## config.mk

```make
export PLATFORM = sky130hd
export DESIGN_NAME = vga_timing_gen
export DESIGN_NICKNAME = d
export VERILOG_FILES = /design/src/rtl/vga_pkg.sv /design/src/rtl/vga_pix_div.sv /design/src/rtl/vga_timing_gen.sv
export SDC_FILE = /design/constraint.sdc
export NUM_CORES = 1
export LEC_CHECK = 0
export BUFFER_PORTS_ARGS = -buffer_cell sky130_fd_sc_hd__clkbuf_2
export CAP_MARGIN = 20
export CORE_ASPECT_RATIO = 0.7
export CORE_MARGIN = 2
export CORE_UTILIZATION = 40
export DETAILED_ROUTE_END_ITERATION = 10
export PLACE_DENSITY_LB_ADDON = 0.15
export SYNTH_ARGS = -nofsm -noshare
export SYNTH_HDL_FRONTEND = slang
export SYNTH_SLANG_ARGS = --single-unit
```

## constraint.sdc

```tcl
create_clock -name vga_CLK -period 5.95 [get_ports vga_CLK]
set_input_delay 1.19 -clock vga_CLK [delete_from_list [all_inputs] [get_ports vga_CLK]]
set_output_delay 1.19 -clock vga_CLK [all_outputs]
set_load 0.02 [all_outputs]
```

## src/rtl/vga_pkg.sv

```systemverilog
// Shared VGA timing constants, mode presets and helpers for the timing generator.
// Counters are classified into active / front porch / sync / back porch segments.
package vga_pkg;

  typedef struct packed {
    logic [15:0] active;
    logic [15:0] front;
    logic [15:0] sync;
    logic [15:0] back;
  } vga_axis_t;

  localparam vga_axis_t H_640X480 = '{active: 16'd640, front: 16'd16, sync: 16'd96,  back: 16'd48};
  localparam vga_axis_t V_640X480 = '{active: 16'd480, front: 16'd10, sync: 16'd2,   back: 16'd33};
  localparam vga_axis_t H_800X600 = '{active: 16'd800, front: 16'd40, sync: 16'd128, back: 16'd88};
  localparam vga_axis_t V_800X600 = '{active: 16'd600, front: 16'd1,  sync: 16'd4,   back: 16'd23};

  localparam int DEF_CLK_DIV = 2;
  localparam int DEF_CW      = 11;

  typedef enum logic [1:0] {
    SEG_ACTIVE,
    SEG_FRONT,
    SEG_SYNC,
    SEG_BACK
  } seg_e;

  function automatic int h_total(int active, int front, int sync, int back);
    return active + front + sync + back;
  endfunction

  function automatic int v_total(int active, int front, int sync, int back);
    return active + front + sync + back;
  endfunction

  // Line/frame order is active, front porch, sync, back porch.
  function automatic seg_e seg_of(int cnt, int active, int front, int sync);
    if (cnt < active)                    return SEG_ACTIVE;
    else if (cnt < active + front)       return SEG_FRONT;
    else if (cnt < active + front + sync) return SEG_SYNC;
    return SEG_BACK;
  endfunction

endpackage

```

## src/rtl/vga_pix_div.sv

```systemverilog
// Pixel prescaler: counts 0..CLK_DIV-1 while enabled, ticks on the last count.
module vga_pix_div #(
  parameter int CLK_DIV = 2
) (
  input  logic clk,
  input  logic rst_n,
  input  logic enable,
  output logic tick
);

  localparam int W = (CLK_DIV > 1) ? $clog2(CLK_DIV) : 1;
  localparam logic [W-1:0] LAST = W'(CLK_DIV - 1);

  logic [W-1:0] cnt_q;
  logic [W-1:0] cnt_d;

  assign tick = enable && (cnt_q == LAST);

  always_comb begin
    cnt_d = cnt_q;
    if (enable) begin
      cnt_d = (cnt_q == LAST) ? '0 : cnt_q + 1'b1;
    end
  end

  always_ff @(posedge clk or negedge rst_n) begin
    if (!rst_n) begin
      cnt_q <= '0;
    end else begin
      cnt_q <= cnt_d;
    end
  end

endmodule

```

## src/rtl/vga_timing_gen.sv

```systemverilog
// VGA sync/blanking generator: pixel-rate h/v counters decoded into registered,
// mutually aligned sync, data-enable, position and start-of-line/frame pulses.
module vga_timing_gen
  import vga_pkg::*;
#(
  parameter int H_ACTIVE = int'(H_640X480.active),
  parameter int H_FRONT  = int'(H_640X480.front),
  parameter int H_SYNC   = int'(H_640X480.sync),
  parameter int H_BACK   = int'(H_640X480.back),
  parameter int V_ACTIVE = int'(V_640X480.active),
  parameter int V_FRONT  = int'(V_640X480.front),
  parameter int V_SYNC   = int'(V_640X480.sync),
  parameter int V_BACK   = int'(V_640X480.back),
  parameter bit HS_POL   = 1'b0,
  parameter bit VS_POL   = 1'b0,
  parameter int CLK_DIV  = DEF_CLK_DIV,
  parameter int CW       = DEF_CW
) (
  input  logic          vga_CLK,
  input  logic          vga_RST_n,
  input  logic          vga_EN,
  output logic          vga_HS,
  output logic          vga_VS,
  output logic          vga_Ready,
  output logic [CW-1:0] pos_H,
  output logic [CW-1:0] pos_V,
  output logic          pix_Tick,
  output logic          line_Start,
  output logic          frame_Start
);

  localparam int H_TOTAL = h_total(H_ACTIVE, H_FRONT, H_SYNC, H_BACK);
  localparam int V_TOTAL = v_total(V_ACTIVE, V_FRONT, V_SYNC, V_BACK);
  localparam logic [CW-1:0] H_LAST = CW'(H_TOTAL - 1);
  localparam logic [CW-1:0] V_LAST = CW'(V_TOTAL - 1);

  if (CLK_DIV < 1 || CLK_DIV > 16) begin : g_bad_div
    $error("vga_timing_gen: CLK_DIV must be in 1..16");
  end
  if (H_TOTAL > (2 ** CW) - 1) begin : g_bad_h
    $error("vga_timing_gen: horizontal total does not fit in CW bits");
  end
  if (V_TOTAL > (2 ** CW) - 1) begin : g_bad_v
    $error("vga_timing_gen: vertical total does not fit in CW bits");
  end

  logic tick;

  vga_pix_div #(
    .CLK_DIV(CLK_DIV)
  ) u_pix_div (
    .clk   (vga_CLK),
    .rst_n (vga_RST_n),
    .enable(vga_EN),
    .tick  (tick)
  );

  logic [CW-1:0] h_cnt_q, h_cnt_d, v_cnt_q, v_cnt_d;
  logic [CW-1:0] pos_h_q, pos_h_d, pos_v_q, pos_v_d;
  logic          hs_q, hs_d, vs_q, vs_d, ready_q, ready_d;
  logic          pix_tick_q, pix_tick_d, line_start_q, line_start_d;
  logic          frame_start_q, frame_start_d;
  seg_e          h_seg, v_seg;

  always_comb begin
    h_seg = seg_of(int'(h_cnt_q), H_ACTIVE, H_FRONT, H_SYNC);
    v_seg = seg_of(int'(v_cnt_q), V_ACTIVE, V_FRONT, V_SYNC);

    h_cnt_d = h_cnt_q;
    v_cnt_d = v_cnt_q;
    if (tick) begin
      if (h_cnt_q == H_LAST) begin
        h_cnt_d = '0;
        v_cnt_d = (v_cnt_q == V_LAST) ? '0 : v_cnt_q + 1'b1;
      end else begin
        h_cnt_d = h_cnt_q + 1'b1;
      end
    end

    // Level outputs freeze while disabled so a pause is invisible downstream.
    hs_d    = hs_q;
    vs_d    = vs_q;
    ready_d = ready_q;
    pos_h_d = pos_h_q;
    pos_v_d = pos_v_q;
    if (vga_EN) begin
      hs_d    = (h_seg == SEG_SYNC) ? HS_POL : ~HS_POL;
      vs_d    = (v_seg == SEG_SYNC) ? VS_POL : ~VS_POL;
      ready_d = (h_seg == SEG_ACTIVE) && (v_seg == SEG_ACTIVE);
      if (ready_d) begin
        pos_h_d = h_cnt_q;
        pos_v_d = v_cnt_q;
      end
    end

    pix_tick_d    = tick;
    line_start_d  = tick && (h_cnt_q == '0);
    frame_start_d = line_start_d && (v_cnt_q == '0);
  end

  always_ff @(posedge vga_CLK or negedge vga_RST_n) begin
    if (!vga_RST_n) begin
      h_cnt_q       <= '0;
      v_cnt_q       <= '0;
      pos_h_q       <= '0;
      pos_v_q       <= '0;
      hs_q          <= ~HS_POL;
      vs_q          <= ~VS_POL;
      ready_q       <= 1'b0;
      pix_tick_q    <= 1'b0;
      line_start_q  <= 1'b0;
      frame_start_q <= 1'b0;
    end else begin
      h_cnt_q       <= h_cnt_d;
      v_cnt_q       <= v_cnt_d;
      pos_h_q       <= pos_h_d;
      pos_v_q       <= pos_v_d;
      hs_q          <= hs_d;
      vs_q          <= vs_d;
      ready_q       <= ready_d;
      pix_tick_q    <= pix_tick_d;
      line_start_q  <= line_start_d;
      frame_start_q <= frame_start_d;
    end
  end

  assign vga_HS      = hs_q;
  assign vga_VS      = vs_q;
  assign vga_Ready   = ready_q;
  assign pos_H       = pos_h_q;
  assign pos_V       = pos_v_q;
  assign pix_Tick    = pix_tick_q;
  assign line_Start  = line_start_q;
  assign frame_Start = frame_start_q;

endmodule

```

==> results.md <==
- Post-DR wirelength/cell: 15.64 µm
- CTS H-tree lvls: 2
- P_leak: 1.254 nW
- Clk sinks: 51
- CP max stage delay: 0.70 ns
- Post-Syn Nets: 215
- Initial antenna violation count: 0
- Top Ports: 31
- Measured slew at the worst slew-check pin: 0.6360 ns
- Warnings from Yosys: 0
- Clock insertion delay at the later pin of the skew report: 0.30 ns
- Final clock skew: 0.008858 ns
- Fraction of registers with async set/reset: 1.000
- Row count: 23
- Fmax: 377.5 MHz
- Die Area: 0.006405 mm²
- CTS Hold Bufs: 0
- VDD IR max: 0.09666 mV
- Die height: 67.56 µm
- Register bit total from synthesis: 51
- Area leader, netlist: dfrtp_1
- Min-delay src: pos_H[0]
- Vias: 1685
- Worst EP arrival: 2.84 ns
- Crit share post-route: 0.4453
- Antenna Nets Post-Route: 0
- Most instantiated library cell after synthesis: dfrtp_1
- Worst-path cell chain: clkbuf_2 -> nand2_1 -> or4_1 -> or3_4 -> xnor2_2
- Seq/Total Area, Yosys: 0.5539
- Layout cells sized above 1: 0.2574
- Diode count: 0
- Vias in the first global route: 1592
- Post-Syn Area: 0.002308 mm²
- CTS tree: yes
- Overall Global Routing Usage: 0.1707
- DRT iter0 DRCs: 153
- Final std cells w/o fill: 312
- Slowest cell on crit path: or4_1
- Core area: 0.005640 mm²
- Clock Path Buffers: 2
- Mapped Cells: 208
- Hold Vio Cnt, Final: 0
- Fin. max-slew vios: 0
- Final Wtd Congestion: 0.9164
- EDFF count, synth: 0
- Slew headroom: 0.5760
- Cells after DPL: 303
- Top Family by Delay on Critical Path: simple AND/OR/NAND/NOR gates
- Reg2reg start: h_cnt_q[7]
- Clk slew on worst S/H paths: 0.09 ns
- RSZ-0062 raised after global routing: no
- Hpwl dp: 3436 µm
- HP Class: flip-flop to flip-flop
- Vias/cell: 5.401
- Synth top area cells: dfrtp_1 53%, mux2_2 7.3%, o21ai_0 3.3%
- Grt ovf: 0
- Element type at the critical path start: input port
- Synth top cells by count: 49 x dfrtp_1, 15 x mux2_2, 15 x nand2_1, 15 x o21ai_0, 11 x nor2_1
- Area Growth Syn to Fin: 13.98%
- Pwr per Cell Area: 292.0 mW/mm²
- Die X-Extent: 94.80 µm
- Outcome: finished, final reports clean
- Synth cell types: 40
- Largest net degree at the start of global routing: 52
- First-pass GRT wire length: 8217 µm
- Setup crit start: vga_EN
- Min Tclk post-route: 2.649 ns
- Synth top area share: 0.5312
- Final instance area: 0.002631 mm²
- Buf/Inv on CP: 1
- Synth Flop Type: dfrtp_1
- Setup Fix Bufs, Post-CTS: 0
- Number of max-cap violations: 0
- Critical Path End Type: flip-flop
- Cts bufs inserted: 5
- Number of iterations in the first detailed-routing pass: 4
- Final setup violation count: 0
- Remaining DRCs: 0
- Critical Path RT: 6.14 ns
- Final setup TNS: 0 ns
- Resize count post-CTS: 0
- Mean Syn Cell Area: 11.10 µm²
- Root Buffer: clkbuf_8
- Crit path max fanout: 10
- Port buffer count: 30
- Final core utilization: 0.4665
- Initial Utilization: 0.4093
- Post-DP Area: 0.002524 mm²
- Setup CP Type: input port to flip-flop
- Nets: 243
- Detailed Route WL: 4879 µm
-- power by group --
part | switching, mW | internal (mW)
sequential | 0.0440 | 0.385
clock | 0.109 | 0.106
combinational | 0.0751 | 0.0486
-- metal layers --
| metal | wire [µm] | up-vias | track usage |
|---|---|---|---|
| li1 | - | 806 | - |
| met1 | 2545 | 817 | 0.2625 |
| met2 | 1926 | 58 | 0.2163 |
| met3 | 364 | 4 | 0.06250 |
| met4 | 43 | 0 | 0.05435 |
| met5 | 0 | - | 0 |
-- placed cells by master (no fill, tap or decap), types with 2 or more instances in the layout --
cell,netlist,final
nor3_1,7,7
o21ai_0,15,15
nand3_1,5,5
dfrtp_1,49,49
ha_1,4,4
mux2_2,15,15
xor2_1,5,5
clkbuf_2,0,30
dfstp_2,2,2
and4_1,4,4
or3_1,2,2
nand2b_1,2,2
a21oi_1,2,2
a22o_1,4,4
xnor2_1,5,5
nor4b_1,2,2
clkbuf_8,0,7
and2_1,3,3
nand4_1,8,8
inv_1,7,7
nor4_1,8,7
nor2_1,11,11
and3_1,6,6
buf_4,1,3
nand2_1,15,15
-- cell type report --
type / instances / area, µm²
timing repair buffer: 33 / 172.7
fill: 556 / 3009
clock buffer: 8 / 100.1
multi-input combinational: 138 / 959.7
sequential: 51 / 1279
inverter: 7 / 26.28
tap: 75 / 93.84
-- worst reg2reg max path, delay by kind of cell (launching register included) --
family | cells | cell delay, ns
xor+xnor | 1 | 0.13
flops | 1 | 0.47
simple gates | 3 | 1.68
-- cells by family (layout without fill, tap and decap cells) --
logic type / after synthesis / in the layout / synth area share
DFF: 51 / 51 / 0.5539
buffers and inverters: 19 / 48 / 0.03307
AOI/OAI and AO/OA: 28 / 28 / 0.07589
adders and majority gates: 4 / 4 / 0.02168
and+or+nand+nor: 80 / 80 / 0.1973
xor gates and xnor gates: 11 / 11 / 0.04499
muxes: 15 / 15 / 0.07317
-- final timing paths --
check | slack, ns | end | cells after the start
min in group asynchronous | 0.99 | pos_H[6] | 2
setup / recovery | 3.30 | v_cnt_q[5] | 5
max in group asynchronous | 4.53 | v_cnt_q[4] | 2
hold / removal | 0.49 | pos_H[0] | 2
setup reg to reg | 3.57 | v_cnt_q[5] | 4
hold reg to reg | 0.49 | pos_H[0] | 2
-- metrics by stage --
| stage | total power, mW | setup WS [ns] | hold slack (ns) |
|---|---|---|---|
| after global routing | 0.8179 | 3.211 | 0.5208 |
| after detailed placement | 0.5610 | 2.708 | 0.4699 |
| final | 0.7684 | 3.301 | 0.4863 |
| after global placement | 0.5595 | 2.883 | 0.4619 |
| after floorplan | 0.5099 | 3.032 | 0.4748 |
| after CTS | 0.7787 | 3.056 | 0.4951 |
-- registers in the layout, summed over array words and instances, names as in the netlist --
| signal | cells |
|---|---|
| line_Start | 1 |
| pix_Tick | 1 |
| vga_Ready | 1 |
| vga_HS | 1 |
| pos_H | 11 |
| h_cnt_q | 11 |
| v_cnt_q | 11 |
| vga_VS | 1 |
| frame_Start | 1 |
| u_pix_div.cnt_q | 1 |
| pos_V | 11 |
Note: power is estimated with default switching activity, not from simulation.
